<file path="src/rtl/dlsc_data_packer_n.sv">
// dlsc_data_packer_n: packs 1..BYTES-byte input words contiguously into
// full-width output beats starting at an arbitrary lane offset, with
// optional per-word byte reversal. Output strobes are AXI WSTRB-ready.
module dlsc_data_packer_n #(
  parameter int unsigned BYTES      = 4,
  parameter int unsigned BL         = 2,
  parameter int unsigned WLEN       = 12,
  parameter int unsigned WORDS_ZERO = 0
) (
  input  logic               clk,
  input  logic               rst,
  output logic               cmd_done,
  output logic               cmd_ready,
  input  logic               cmd_valid,
  input  logic [BL-1:0]      cmd_offset,
  input  logic [BL-1:0]      cmd_bpw,
  input  logic [WLEN-1:0]    cmd_words,
  input  logic               cmd_swap,
  output logic               in_ready,
  input  logic               in_valid,
  input  logic [8*BYTES-1:0] in_data,
  input  logic               out_ready,
  output logic               out_valid,
  output logic               out_last,
  output logic [8*BYTES-1:0] out_data,
  output logic [BYTES-1:0]   out_strb
);

  localparam int unsigned DW = 8 * BYTES;

  typedef enum logic [1:0] {ST_IDLE, ST_ACTIVE, ST_REM} state_t;

  state_t           state_q, state_d;
  logic [WLEN-1:0]  words_q, words_d;
  logic [BL-1:0]    lane_q, lane_d;
  logic [BL-1:0]    bpw_q, bpw_d;
  logic             swap_q, swap_d;
  logic [DW-1:0]    buf_data_q, buf_data_d;
  logic [BYTES-1:0] buf_strb_q, buf_strb_d;
  logic             out_valid_q, out_valid_d;
  logic             out_last_q, out_last_d;
  logic [DW-1:0]    out_data_q, out_data_d;
  logic [BYTES-1:0] out_strb_q, out_strb_d;
  logic             cmd_done_q, cmd_done_d;

  logic [7:0]         in_bytes_c [BYTES];
  logic [2*DW-1:0]    merge_data_c;
  logic [2*BYTES-1:0] merge_strb_c;
  logic [BL:0]        end_lane_c;
  logic               full_c;
  logic               spill_c;
  logic               last_word_c;
  logic               out_free_c;
  logic               in_fire_c;

  assign end_lane_c  = {1'b0, lane_q} + {1'b0, bpw_q} + (BL+1)'(1);
  assign full_c      = end_lane_c[BL];
  assign spill_c     = full_c && (end_lane_c[BL-1:0] != '0);
  assign last_word_c = (WORDS_ZERO != 0) ? (words_q == '0) : (words_q == WLEN'(1));
  assign out_free_c  = out_ready || !out_valid_q;
  assign in_ready    = (state_q == ST_ACTIVE) && out_free_c;
  assign in_fire_c   = in_ready && in_valid;
  assign cmd_ready   = (state_q == ST_IDLE);

  assign out_valid = out_valid_q;
  assign out_last  = out_last_q;
  assign out_data  = out_data_q;
  assign out_strb  = out_strb_q;
  assign cmd_done  = cmd_done_q;

  // Overlay the current word onto the leftover bytes in a two-beat window.
  always_comb begin
    logic [BL:0]   rel;
    logic [BL-1:0] src;
    rel = '0;
    src = '0;
    for (int b = 0; b < int'(BYTES); b++) begin
      in_bytes_c[b] = in_data[b*8 +: 8];
    end
    merge_data_c = {{DW{1'b0}}, buf_data_q};
    merge_strb_c = {{BYTES{1'b0}}, buf_strb_q};
    for (int i = 0; i < 2*int'(BYTES); i++) begin
      rel = (BL+1)'(i) - {1'b0, lane_q};
      if (((BL+1)'(i) >= {1'b0, lane_q}) && (rel <= {1'b0, bpw_q})) begin
        src = swap_q ? (bpw_q - rel[BL-1:0]) : rel[BL-1:0];
        merge_data_c[i*8 +: 8] = in_bytes_c[src];
        merge_strb_c[i]        = 1'b1;
      end
    end
  end

  // Next-state and output-register logic.
  always_comb begin
    state_d     = state_q;
    words_d     = words_q;
    lane_d      = lane_q;
    bpw_d       = bpw_q;
    swap_d      = swap_q;
    buf_data_d  = buf_data_q;
    buf_strb_d  = buf_strb_q;
    out_valid_d = out_valid_q && !out_ready;
    out_last_d  = out_last_q;
    out_data_d  = out_data_q;
    out_strb_d  = out_strb_q;
    cmd_done_d  = out_valid_q && out_ready && out_last_q;
    case (state_q)
      ST_IDLE: begin
        if (cmd_valid) begin
          state_d    = ST_ACTIVE;
          words_d    = cmd_words;
          lane_d     = cmd_offset;
          bpw_d      = cmd_bpw;
          swap_d     = cmd_swap;
          buf_data_d = '0;
          buf_strb_d = '0;
        end
      end
      ST_ACTIVE: begin
        if (in_fire_c) begin
          words_d = words_q - WLEN'(1);
          lane_d  = end_lane_c[BL-1:0];
          if (full_c || last_word_c) begin
            // Low half is a complete (or final) beat; high half is the overflow.
            out_valid_d = 1'b1;
            out_data_d  = merge_data_c[DW-1:0];
            out_strb_d  = merge_strb_c[BYTES-1:0];
            out_last_d  = last_word_c && !spill_c;
            buf_data_d  = merge_data_c[2*DW-1:DW];
            buf_strb_d  = merge_strb_c[2*BYTES-1:BYTES];
          end else begin
            buf_data_d = merge_data_c[DW-1:0];
            buf_strb_d = merge_strb_c[BYTES-1:0];
          end
          if (last_word_c) begin
            state_d = spill_c ? ST_REM : ST_IDLE;
          end
        end
      end
      ST_REM: begin
        if (out_free_c) begin
          out_valid_d = 1'b1;
          out_data_d  = buf_data_q;
          out_strb_d  = buf_strb_q;
          out_last_d  = 1'b1;
          buf_data_d  = '0;
          buf_strb_d  = '0;
          state_d     = ST_IDLE;
        end
      end
      default: state_d = ST_IDLE;
    endcase
  end

  // State and output registers with synchronous reset.
  always_ff @(posedge clk) begin
    if (rst) begin
      state_q     <= ST_IDLE;
      words_q     <= '0;
      lane_q      <= '0;
      bpw_q       <= '0;
      swap_q      <= 1'b0;
      buf_data_q  <= '0;
      buf_strb_q  <= '0;
      out_valid_q <= 1'b0;
      out_last_q  <= 1'b0;
      out_data_q  <= '0;
      out_strb_q  <= '0;
      cmd_done_q  <= 1'b0;
    end else begin
      state_q     <= state_d;
      words_q     <= words_d;
      lane_q      <= lane_d;
      bpw_q       <= bpw_d;
      swap_q      <= swap_d;
      buf_data_q  <= buf_data_d;
      buf_strb_q  <= buf_strb_d;
      out_valid_q <= out_valid_d;
      out_last_q  <= out_last_d;
      out_data_q  <= out_data_d;
      out_strb_q  <= out_strb_d;
      cmd_done_q  <= cmd_done_d;
    end
  end

endmodule

</file>
<file path="config.mk">
export PLATFORM = sky130hd
export DESIGN_NAME = dlsc_data_packer_n
export DESIGN_NICKNAME = d
export VERILOG_FILES = /design/src/rtl/dlsc_data_packer_n.sv
export SDC_FILE = /design/constraint.sdc
export NUM_CORES = 1
export LEC_CHECK = 0
export ABC_CLOCK_PERIOD_IN_PS = 2600
export CORE_MARGIN = 4
export CORE_UTILIZATION = 35
export CTS_BUF_LIST = sky130_fd_sc_hd__clkbuf_4 sky130_fd_sc_hd__clkbuf_8
export DETAILED_ROUTE_END_ITERATION = 7
export PLACE_DENSITY = 0.69
export SETUP_SLACK_MARGIN = 0.1
export SYNTH_ARGS = -nofsm -noshare
export SYNTH_HDL_FRONTEND = slang
export SYNTH_SLANG_ARGS = --single-unit
</file>
<file path="constraint.sdc">
create_clock -name clk -period 2.6 [get_ports clk]
set_input_delay 0.52 -clock clk [delete_from_list [all_inputs] [get_ports clk]]
set_output_delay 0.52 -clock clk [all_outputs]
set_load 0.1 [all_outputs]
</file>
==> results of run 1 <==
[cells in the final DEF (no fill, tap or decap), types with 8 or more instances in the layout]
cell type        Yosys  routed
a211oi_1            10      10
a21oi_1             33      32
a22oi_1             17      16
a311oi_1            24      21
a32o_1              16      16
and2_1              10      10
buf_12               0       9
buf_4                5      75
clkbuf_8             0       9
clkdlybuf4s50_1      0      52
dfxtp_1             94      91
ha_1                17      15
inv_1               21      20
mux2_2              17      17
mux2i_1             50      46
mux4_2               8       8
nand2_1             75      75
nand2b_1            15      15
nor2_1              64      62
nor2b_1             12      12
nor3_1              22      21
nor3b_1              9       9
o211ai_1            27      27
o21ai_0             26      20
o31ai_1             11      11
[area by class of cell]
cell class	count	area [um2]	share of cell area [%]
sequential	94	1890	24.5
inverter	23	88.8	1.15
tap	220	275	3.57
clock inverter	6	43.8	0.567
multi-input combinational	524	3890	50.4
clock buffer	10	131	1.70
timing repair buffer	144	1410	18.2
[metrics by stage]
stage | instances | power (W) | utilization, %
finish | 1021 | 0.00834 | 46.7
global route | 1021 | 0.00884 | 46.7
CTS | 1008 | 0.00798 | 45.1
detailed placement | 991 | 0.00698 | 43.8
global placement | 991 | 0.00694 | 43.8
floorplan | 688 | 0.00564 | -
[power groups by stage]
stage               clock network, W  logic (W)  registers [W]
global route                 0.00101    0.00589        0.00195
floorplan                          0    0.00273        0.00291
finish                      0.000934    0.00550        0.00191
CTS                         0.000957    0.00511        0.00191
global placement                   0    0.00500        0.00193
detailed placement                 0    0.00503        0.00194
[how the worst min path moves through the flow]
stage                  startpoint            end  cells past startpoint
floorplan           buf_data_q[0]  buf_data_q[0]                      1
global placement    buf_data_q[3]  buf_data_q[3]                      1
detailed placement  buf_data_q[6]  buf_data_q[6]                      1
CTS                 buf_data_q[6]  buf_data_q[6]                      1
global route        buf_data_q[6]  buf_data_q[6]                      1
finish              buf_data_q[6]  buf_data_q[6]                      1
[logic make-up (layout without fill, tap and decap cells)]
group | Yosys count | count (layout) | share of synthesized area [%]
mux | 76 | 76 | 15.0
xor+xnor | 2 | 2 | 0.297
buf+inv | 70 | 183 | 4.96
fa+ha+maj | 19 | 19 | 4.28
compound gates | 196 | 196 | 24.1
flops | 94 | 94 | 31.9
simple gates | 231 | 231 | 19.4
[worst max-delay path: cells and delay by family (launching register included)]
family                     cells  cell delay [ns]
buffers and inverters          3             0.37
adders and majority gates      2             0.77
muxes                          3             0.46
and+or+nand+nor                1             0.10
DFF                            1             0.42
AOI/OAI and AO/OA              1             0.25
[per-layer routing]
layer / vias up / part of all wire (%)
li1: 2774 / -
met1: 2651 / 47
met2: 207 / 45
met3: 22 / 6.9
met4: 0 / 1.3
met5: - / 0
[repair_timing]
action | CTS | global route
gates resized for setup | 2 | 29
endpoints found under the hold margin | 0 | 0
setup endpoints to repair | 16 | 65
pin swaps | 0 | 16
buffers inserted | 0 | 10
gates cloned | 1 | 3
[flip-flops by register name, summed over array words and instances (netlist names)]
| register | cells |
|---|---|
| bpw_q | 2 |
| buf_data_q | 32 |
| buf_strb_q | 4 |
| cmd_done | 1 |
| lane_q | 2 |
| out_data | 32 |
| out_last | 1 |
| out_strb | 4 |
| out_valid | 1 |
| state_q | 2 |
| swap_q | 1 |
| words_q | 12 |
==> summary.md, run 1 <==
The flow ran to the end, and the final reports show no timing, DRC or antenna violations. The starting density of the core is 35.7%. Traced cell by cell, the critical path runs through inv_4 > ha_4 > fa_2 > mux2i_4 > buf_6 > clkbuf_16 > mux2i_2 > mux2i_1 > nand2_1 > a311oi_1. The most critical setup path has its endpoint at out_data[8]. The worst-margin pin slew came out at 0.710 ns. Global routing used 3.29% of the available met3 tracks. Summing every instance area after synthesis gives 5900 um2. The path class of the tightest hold or removal check is flop to flop.

The DRC violation count after routing came out at 0. Ranked by total cell area, the synthesized netlist is headed by dfxtp_1 32%, mux2i_1 8.5%, nand2_1 4.8%. The clock reaches the later pin of the worst-skew pair after 0.39 ns. The tools report the DRC violation total after the first TritonRoute iteration as 454. The largest single stage delay on the critical path is 0.61 ns. Tracing the worst setup path back leads to its startpoint at lane_q[0]. The die is 138 um wide. The final instance area was 7720 um2; the total congestion overflow after global routing was 0. Port buffering added 94 buffers. Setup repair after global routing could not meet its margin everywhere. The worst pin sits at a relative slew slack of 52.5%.

For this run, the detailed router's first-pass iteration total came to 5. The overall fraction of global-route tracks in use was 18.3%. Prior to clock tree synthesis, the placed netlist has a worst setup slack of 0.0102 ns. After synthesis the netlist holds a flip-flop and latch count of 94.

The power density over cell area came out at 1080 nW/um2. dfxtp_1 is the most common cell in the netlist. The tree built by TritonCTS fans out to 94 sinks. In this run the critical register-to-register path is captured at out_data[8]. For the first-pass GRT wire length, the log shows 27.8 mm. The type of destination of the critical path is a flop. The logs give 0.155 ns for the minimum setup slack in the final design and 462 uV for the maximum resistive drop on vdd. The number of hold-repair buffers added at the cts stage was 0; the final clock skew was 0.0145 ns. The total length of routed wires was 17.4 mm.

The tools report the internal power component as 0.00417 W. The die covers 19,000 um2. After detailed placement, the total cell area comes to 7250 um2. During I/O placement, the number of pins put on the boundary was 95. The combinational group share of total power was 65.9%.

The tools report the maximum operating frequency as 409 MHz. Via-per-instance ratio: 5.54. Net switching is 50.0% of the power. For this run, the leading register cell type out of synthesis is dfxtp_1. Fill cells in the final layout number 1,576. The tools report the launch instance of the worst register-to-register path as lane_q[0].

Counting instances in the post-synthesis netlist gives the leading cell types as 94 x dfxtp_1, 75 x nand2_1, 64 x nor2_1, 50 x mux2i_1, 33 x a21oi_1. The ratio of cells with drive above 1 in the final layout was 21.6%. TritonCTS built the clock tree. The logs give 0 for the final-report max-slew violation count and 3 for the total number of H-tree levels. A synthesized cell averages 8.57 um2. The tree is rooted in a clkbuf_8. Final hold analysis gives a worst-case slack of 0.469 ns. The floorplan step defined a core boundary enclosing 16,500 um2.

For this design the total switching power over the nets is 0.00417 W. The tools report the number of antenna violations at the first check in global routing as 0. The number of global-route vias before repair is 5,295. The path depth of the worst reg2reg path came out at 10.

The number of distinct library cells after synthesis came out at 60. Detailed routing inserted a total of 5,654 vias. For this run, the number of Yosys warnings is 0. The synthesized design contains 0 enable-type register cells.

The minimum period implied by the final worst setup slack is 2.44 ns, and the final antenna-violating net count is 0. Busiest layer in global routing: met2. The number of antenna diodes in the final layout is 0. In the synthesized netlist the async set-or-reset flop fraction comes to 0%. dfxtp_1 takes more of the synthesized area than any other cell.

The clock network accounts for 11.2% of the total power. The floorplan die height was 138 um. The longest clock path from root to sink contains 2 buffers.

For the count of endpoints failing hold in the final timing report, the log shows 0. Setup violations remaining at the end of the flow were counted as 0. The average wire per standard cell came out at 17.1 um. Data on the critical path is required at its endpoint by 2.90 ns.

From synthesis to final layout, the design area changed by 30.9%. The floorplan has 47 rows. The worst path uses 94.0% of the clock period. In the synthesized netlist, the number of instances is 688. For the number of nets produced by synthesis, the log shows 761. The post-layout net count came out at 869. STA puts the critical path data arrival time at 2.75 ns. In this run, CTS created clock tree buffers numbering 9. STA classifies the critical path startpoint as a flop. For this run, global-route usage on met1 was measured as 26.5%. In this run the worst path has a maximum fanout of 6. Setup total negative slack on the finished layout was measured at 0 ns. Per report_power, the sequential group accounts for 22.9% of the total. The slowest stage of the critical path belongs to the cell fa_2.

For this design the static power due to leakage is 2.99 nW. Detailed placement finished with a half-perimeter wire length of 12.7 mm. The portion of synthesized cell area occupied by the leading cell type was 31.9%; the maximum number of pins on one net before global-route repair was 52. Clock-pin slew was measured on the worst setup and hold paths at 0.10 ns. The start-to-end type of the worst setup path was flop to flop. Global routing used 28.1% of the available met2 tracks. The logs give 0 for the count of max-cap constraint violations and 31.9% for the sequential cell area fraction in the yosys report. Routability-driven placement finished with a final weighted congestion of 0.849. Setup slack on the worst reg-to-reg path comes out at 0.16 ns.
No activity file was read; power rests on OpenSTA's default activity.
==> inputs of run 2 (changes only) <==
==> config.mk (replaced) <==
export PLATFORM = sky130hd
export DESIGN_NAME = dlsc_data_packer_n
export DESIGN_NICKNAME = d
export VERILOG_FILES = /design/src/rtl/dlsc_data_packer_n.sv
export SDC_FILE = /design/constraint.sdc
export NUM_CORES = 1
export LEC_CHECK = 0
export CORE_MARGIN = 4
export CORE_UTILIZATION = 35
export CTS_BUF_LIST = sky130_fd_sc_hd__clkbuf_4 sky130_fd_sc_hd__clkbuf_8
export DETAILED_ROUTE_END_ITERATION = 7
export PLACE_DENSITY = 0.67
export SETUP_SLACK_MARGIN = 0.5
export SYNTH_ARGS = -nofsm -noshare
export SYNTH_HDL_FRONTEND = slang
export SYNTH_SLANG_ARGS = --single-unit
==> constraint.sdc (replaced) <==
create_clock -name clk -period 3 [get_ports clk]
set_input_delay 0.6 -clock clk [delete_from_list [all_inputs] [get_ports clk]]
set_output_delay 0.6 -clock clk [all_outputs]
set_load 0.1 [all_outputs]
==> run 2 against run 1 <==
Effect of this change:
- non-clock buffer count increased by 4
- wire length rose by 2.1%
- hold slack better by 0.0066 ns
- worst setup slack gained 0.38 ns
- clock skew up 0.0052 ns
- critical path depth decreased by 1
- critical path type unchanged
- largest cell class unchanged
- largest power group unchanged
==> summary.md, run 2 (synthesis results as in run 1) <==
The number of global-route vias before repair was 5,253 (-0.79%); the clock latency reported for the late side of the worst-skew pair was 0.40 ns (about the same). The die area was 19,000 um2 (unchanged); the CTS buffer count was 9 (unchanged). The total congestion overflow after global routing is 0 (unchanged), and the static leakage power is 2.99 nW (-0.14%). The total via count after detailed routing was 5,665 (+0.19%). The ratio of cells with drive above 1 in the final layout is 23.1% (+1.5 points). The run gives 0 (unchanged) as the count of max-cap constraint violations. The largest fanout on the critical path was 6 (unchanged); the minimum setup slack in the final design was 0.537 ns (+0.381 ns). The maximum number of pins on one net before global-route repair came out at 57 (+9.6%). Setup repair after global routing could not meet its margin everywhere.

The weighted congestion at the end of routability-driven global placement was 0.847 (-0.21%). Number of buffers and inverters on the critical path: 3 (unchanged). The HPWL reported at the end of detailed placement is 12.6 mm (-1.1%), and the total number of H-tree levels is 3 (unchanged).

The floorplan die height was 138 um (unchanged); the die span in x was 138 um (unchanged). The minimum period implied by the final worst setup slack is 2.46 ns (+0.0187 ns). Number of antenna violations at the first check in global routing: 0 (unchanged).

The starting density of the core was 35.7% (unchanged); the setup total negative slack was 0 ns (unchanged). The signal on the critical path passes through inv_4 > ha_4 > fa_2 > mux2i_4 > buf_6 > buf_12 > mux4_2 > a22oi_2 > nor2_1. The flow ran to the end, and the final reports show no timing, DRC or antenna violations. The DRC violation total after the first TritonRoute iteration is 474 (+4.4%). The average wire per standard cell works out to 17.4 um (+1.7%). The first-pass GRT wire length is 28.1 mm (+1.2%), and the maximum resistive drop on vdd is 334 uV (-28%).

The final-report setup violation count is 0 (unchanged), and the number of inserted diodes is 0 (unchanged). The worst-margin pin slew is 0.788 ns (+0.0779 ns). Via-per-instance ratio: 5.53 (-0.20%). TritonCTS built the clock tree. The power density over cell area was 937 nW/um2 (-13%); the critical path required time was 3.28 ns (+0.38 ns). The cell sitting at the root of the clock tree is a clkbuf_8. Number of rows in the core area: 47 (unchanged). The post-place setup slack was 0.224 ns (+0.214 ns); the final antenna-violating net count was 0 (unchanged). The worst setup path is of the flop to flop kind. The tools report the deepest clock path buffer count as 2 (unchanged). The delay contributed by the slowest stage of the critical path was 0.58 ns (-0.03 ns); the count of endpoints failing hold in the final timing report was 0 (unchanged).

For the count of boundary I/O pins, the log shows 95 (unchanged). The worst hold path belongs to the class flop to flop. The area growth from synthesis to layout is 31.0%. The final clock skew is 0.0197 ns (+0.00518 ns).

The library cell used most frequently in the layout, excluding fill and tap cells, is dfxtp_1. The share of the cycle needed by the critical path after routing is 82.1% (-12 points). The maximum operating frequency came out at 406 MHz (-0.76%).

The CTS clock-pin slew for the worst setup and hold paths is 0.10 ns (about the same), and the critical path data arrival time is 2.74 ns (about the same). The number of sinks driven by the clock tree is 94 (unchanged), and the iteration count of the initial detailed-routing pass is 5 (unchanged). Startpoint class of the critical path: a flop. In the layout the commonest cells are 90 x dfxtp_1, 80 x buf_4, 74 x nand2_1. Total length of routed wires: 17.8 mm (+2.1%).

DRC violation count after routing: 0 (unchanged). The logs give 18.6% (+0.35 points) for the overall fraction of global-route tracks in use and 47.3% (-5.2 points) for the max-slew headroom at the worst pin. The type of destination of the critical path is a flop. The area of the core is 16,500 um2 (unchanged). The kind of cell with the highest combined delay along the critical path is multiplexers. The slowest cell on the critical path is mux4_2.

The final-report max-slew violation count is 0 (unchanged), and the count of input and output buffers is 94 (unchanged). Post-layout net count: 873 (+0.46%).
-- run 2: changes by cell type in the layout (fill, tap and decap cells not counted), sizes merged --
cell / before / now
clkinv: 3 / 2
clkbuf: 13 / 12
buf: 89 / 94
clkinvlp: 1 / 2
-- run 2: cell type report --
cell class                 count  area [um2]
inverter                      23        88.8
fill                        1587        8790
timing repair buffer         148        1400
sequential                    94        1890
clock inverter                 6        52.6
multi-input combinational    524        3890
clock buffer                  10         138
tap                          220         275
-- run 2: repair_timing --
item                                    CTS  global route
pin swaps                                 2            10
resized for setup                         8            34
hold buffers                              0             0
cloned                                    2             2
endpoints found under the setup margin   38            63
setup buffers                             5            15
-- run 2: where the power goes --
| part | switching (W) | internal (W) | total, W |
|---|---|---|---|
| Clock | 0.000510 | 0.000337 | 0.000847 |
| Combinational | 0.00297 | 0.00177 | 0.00473 |
| Sequential | 0.000180 | 0.00149 | 0.00167 |
| Total | 0.00366 | 0.00359 | 0.00725 |
-- run 2: stage by stage --
| stage | total power (W) | hold WS [ns] | instance area (um2) | util, % | cells |
|---|---|---|---|---|---|
| detailed placement | 0.00592 | 0.452 | 7130 | 43.2 | 985 |
| finish | 0.00725 | 0.476 | 7730 | 46.8 | 1025 |
| floorplan | 0.00488 | 0.434 | 5960 | - | 688 |
| global placement | 0.00589 | 0.449 | 7130 | 43.2 | 985 |
| global route | 0.00767 | 0.489 | 7730 | 46.8 | 1025 |
| CTS | 0.00693 | 0.478 | 7450 | 45.1 | 1008 |
-- run 2: per-layer routing --
| layer | part of all wire, % | wire length, um | up-vias | track usage, % |
|---|---|---|---|---|
| li1 | - | - | 2784 | - |
| met1 | 48 | 8520 | 2684 | 27.3 |
| met2 | 44 | 7870 | 170 | 27.7 |
| met3 | 6.0 | 1060 | 27 | 3.94 |
| met4 | 2.0 | 359 | 0 | 5.05 |
| met5 | 0 | 0 | - | 0 |
-- run 2: final timing paths --
kind	to	slack [ns]	cells past startpoint	from
setup / recovery	buf_data_q[26]	0.54	9	lane_q[0]
hold / removal	buf_data_q[2]	0.48	1	buf_data_q[2]
setup reg to reg	buf_data_q[26]	0.54	9	lane_q[0]
hold reg to reg	buf_data_q[2]	0.48	1	buf_data_q[2]
-- run 2: worst reg2reg max path, stage by stage, from the launching register on --
cell and delay, ns:
dfxtp_4 0.38, inv_4 0.04, ha_4 0.15, fa_2 0.47, mux2i_4 0.24, buf_6 0.14, buf_12 0.12, mux4_2 0.58
a22oi_2 0.17, nor2_1 0.06
==> inputs of run 3 (changes only) <==
==> constraint.sdc (replaced) <==
create_clock -name clk -period 2.3 [get_ports clk]
set_input_delay 0.46 -clock clk [delete_from_list [all_inputs] [get_ports clk]]
set_output_delay 0.46 -clock clk [all_outputs]
set_load 0.1 [all_outputs]
==> run 3 against run 2 <==
Effect of this change:
- the flow now finishes with violations (negative setup slack)
- design area is 26% higher
- critical path depth stayed put
- combinational power is 91% higher
- first-iteration DRC count is 19% higher
- fmax is 2.1% higher
- utilization is 12 points higher
- sequential share of layout area is 4.9 points lower
- non-clock buffer count is 75 higher
- critical endpoint is now buf_data_q[25]
==> summary.md, run 3 (synthesis results as in run 1) <==
The tools report the number of filler cells placed in the layout as 1,288 (-19%). The total length of routed wires is 22.6 mm (+27%), and the weighted congestion at the end of routability-driven global placement is 0.859 (+1.4%). The tools report the number of hold-repair buffers added at the cts stage as 0 (unchanged). The tools report the root cell of the clock tree as clkbuf_8.

The worst register-to-register path begins at lane_q[0]. The number of rows in the core area was 47 (unchanged); the overall fraction of global-route tracks in use was 21.8% (+3.2 points). In this run the worst setup path terminates at buf_data_q[25].

The area of the core was 16,500 um2 (unchanged); the final clock skew was 0.0185 ns (-0.00120 ns). TritonCTS built the clock tree. The count of boundary I/O pins is 95 (unchanged), and the CTS buffer count is 9 (unchanged).

The tools report the overall power of the completed layout as 0.0125 W (+73%). The average wire per standard cell works out to 20.5 um (+18%). The switching power of the nets was 0.00585 W (+60%); the combinational group share of total power was 72.0% (+6.7 points).

The total via count after detailed routing was 6,448 (+14%). The critical path data arrival time is 2.69 ns (-0.05 ns), and the minimum setup slack in the final design is -0.112 ns (-0.649 ns). The largest fanout on the critical path is 6 (unchanged). The number of antenna violations at the first check in global routing is 0 (unchanged).

STA classifies the critical path endpoint as a flop. The area growth from synthesis to layout came out at 64.8%. By startpoint and endpoint, the worst setup path is classified as flop to flop.

The iteration count of the initial detailed-routing pass was 5 (unchanged); the clock latency reported for the late side of the worst-skew pair was 0.41 ns (about the same). The tightest min-delay check is of the flop to flop type. The footprint of the multi-input gates was 4780 um2 (+23%); the worst-margin pin slew was 0.951 ns (+0.163 ns).

Setup repair after global routing could not meet its margin everywhere. Power share of the clock group: 10.6% (-1.1 points). The logs give 36.2% (-11 points) for the max-slew headroom at the worst pin and 2.58 ns (-0.70 ns) for the critical path required time. The die area was 19,000 um2 (unchanged). The run gives 0 (unchanged) as the DRC violation count after routing.

The tools report the DRC violation total after the first TritonRoute iteration as 566 (+19%). The run gives 667 uV (+99%) as the maximum resistive drop on vdd. The run gives 3 (unchanged) as the total number of H-tree levels. The tools report the HPWL reported at the end of detailed placement as 13.4 mm (+6.4%). The part of the total power dissipated in sequential elements is 17.4% (-5.6 points). The ratio of cells with drive above 1 in the final layout was 43.3% (+20 points). In the layout the commonest cells are 103 x buf_4, 84 x dfxtp_1, 68 x nand2_1. In this run the critical register-to-register path is captured at buf_data_q[25]. The tools report the number of global-route vias before repair as 5,948 (+13%). The count of endpoints failing hold in the final timing report was 0 (unchanged); the deepest clock path buffer count was 2 (unchanged). The tools report the maximum number of pins on one net before global-route repair as 51 (-11%). For the number of inserted diodes, the log shows 0 (unchanged). The checks that failed: negative setup slack. The internal power component was 0.00667 W (+86%); the die span in x was 138 um (unchanged). The number of sinks driven by the clock tree was 94 (unchanged). The setup total negative slack is -2.24 ns (-2.24 ns).

Floorplan die height: 138 um (unchanged). The run finished, with violations left. The run gives 0 (unchanged) as the final-report max-slew violation count. CTS clock-pin slew for the worst setup and hold paths: 0.11 ns (about the same).

For the maximum operating frequency, the log shows 415 MHz (+2.1%). The register-to-register setup slack came out at -0.11 ns (-0.65 ns). The count of input and output buffers came out at 94 (unchanged). Total congestion overflow after global routing: 0 (unchanged). The logs give 950 (+8.8%) for the post-layout net count and 3.70 nW (+24%) for the static leakage power. The most common cell after layout, fill and taps aside was buf_4. The via-per-instance ratio works out to 5.85 (+5.9%). The path depth of the worst reg2reg path was 9 (unchanged).

The storage element area came out at 1900 um2 (+0.66%). For the count of max-cap constraint violations, the log shows 0 (unchanged). The final antenna-violating net count was 0 (unchanged). The minimum period implied by the final worst setup slack works out to 2.41 ns (-0.0513 ns). STA classifies the critical path startpoint as a flop.

The share of the cycle needed by the critical path after routing works out to 105% (+23 points). For the final-report setup violation count, the log shows 45 (+45). The first-pass GRT wire length was 32.2 mm (+15%). The switching power as a share of total power is 46.7% (-3.7 points).

The critical path starts at lane_q[0]. The power density over cell area is 1290 nW/um2 (+37%). For the starting density of the core, the log shows 35.7% (unchanged).
-- run 3: repair_timing --
action	in CTS	in global routing
setup endpoints to repair	91	91
cloned	9	4
gates resized for setup	121	105
pin swaps	53	66
setup buffers	30	21
-- run 3: metrics by stage --
| step | instances | utilization, % | hold slack [ns] | instance area [um2] | setup WS (ns) |
|---|---|---|---|---|---|
| after detailed placement | 1022 | 46.7 | 0.450 | 7720 | -0.318 |
| after floorplan | 688 | - | 0.434 | 6200 | -0.134 |
| after CTS | 1077 | 54.2 | 0.473 | 8960 | -0.0837 |
| after global placement | 1022 | 46.7 | 0.445 | 7720 | -0.223 |
| final | 1102 | 58.8 | 0.469 | 9720 | -0.112 |
| after global routing | 1102 | 58.8 | 0.491 | 9720 | -0.185 |
-- run 3: power groups by stage --
stage | registers [W] | logic, W | clock network, W
5_1_grt | 0.00221 | 0.00945 | 0.00140
6_report | 0.00217 | 0.00902 | 0.00132
2_1_floorplan | 0.00330 | 0.00344 | 0
4_1_cts | 0.00215 | 0.00790 | 0.00134
3_5_place_dp | 0.00217 | 0.00640 | 0
3_3_place_gp | 0.00217 | 0.00633 | 0
-- run 3: worst min path at each step --
stage                   startpoint             end  slack, ns  cells past startpoint
floorplan            buf_data_q[0]   buf_data_q[0]       0.43                      1
global placement     buf_data_q[0]   buf_data_q[0]       0.45                      1
detailed placement   buf_data_q[1]   buf_data_q[1]       0.45                      1
CTS                  buf_data_q[1]   buf_data_q[1]       0.47                      1
global route        buf_data_q[16]  buf_data_q[16]       0.49                      1
finish               buf_data_q[1]   buf_data_q[1]       0.47                      1
-- run 3: routing by layer --
metal	vias to the layer above	GRT usage, %	routed length, um
met4	0	8.18	837
met2	294	35.9	10900
li1	2962	-	-
met3	66	4.97	1670
met1	3126	27.9	9180
met5	-	0	0
-- run 3: worst max-delay path, cell delays in order, from the launching register on --
cell	delay [ns]
dfxtp_4	0.39
inv_4	0.04
ha_4	0.15
fa_2	0.45
mux2i_4	0.18
buf_6	0.15
buf_12	0.14
mux4_2	0.56
a22oi_2	0.16
nor2_1	0.07
-- run 3: layout make-up --
type | count | share of cell area, %
sequential | 94 | 19.6
inverter | 23 | 1.21
clock inverter | 6 | 0.952
tap | 220 | 2.83
timing repair buffer | 223 | 24.8
clock buffer | 10 | 1.42
multi-input combinational | 526 | 49.2
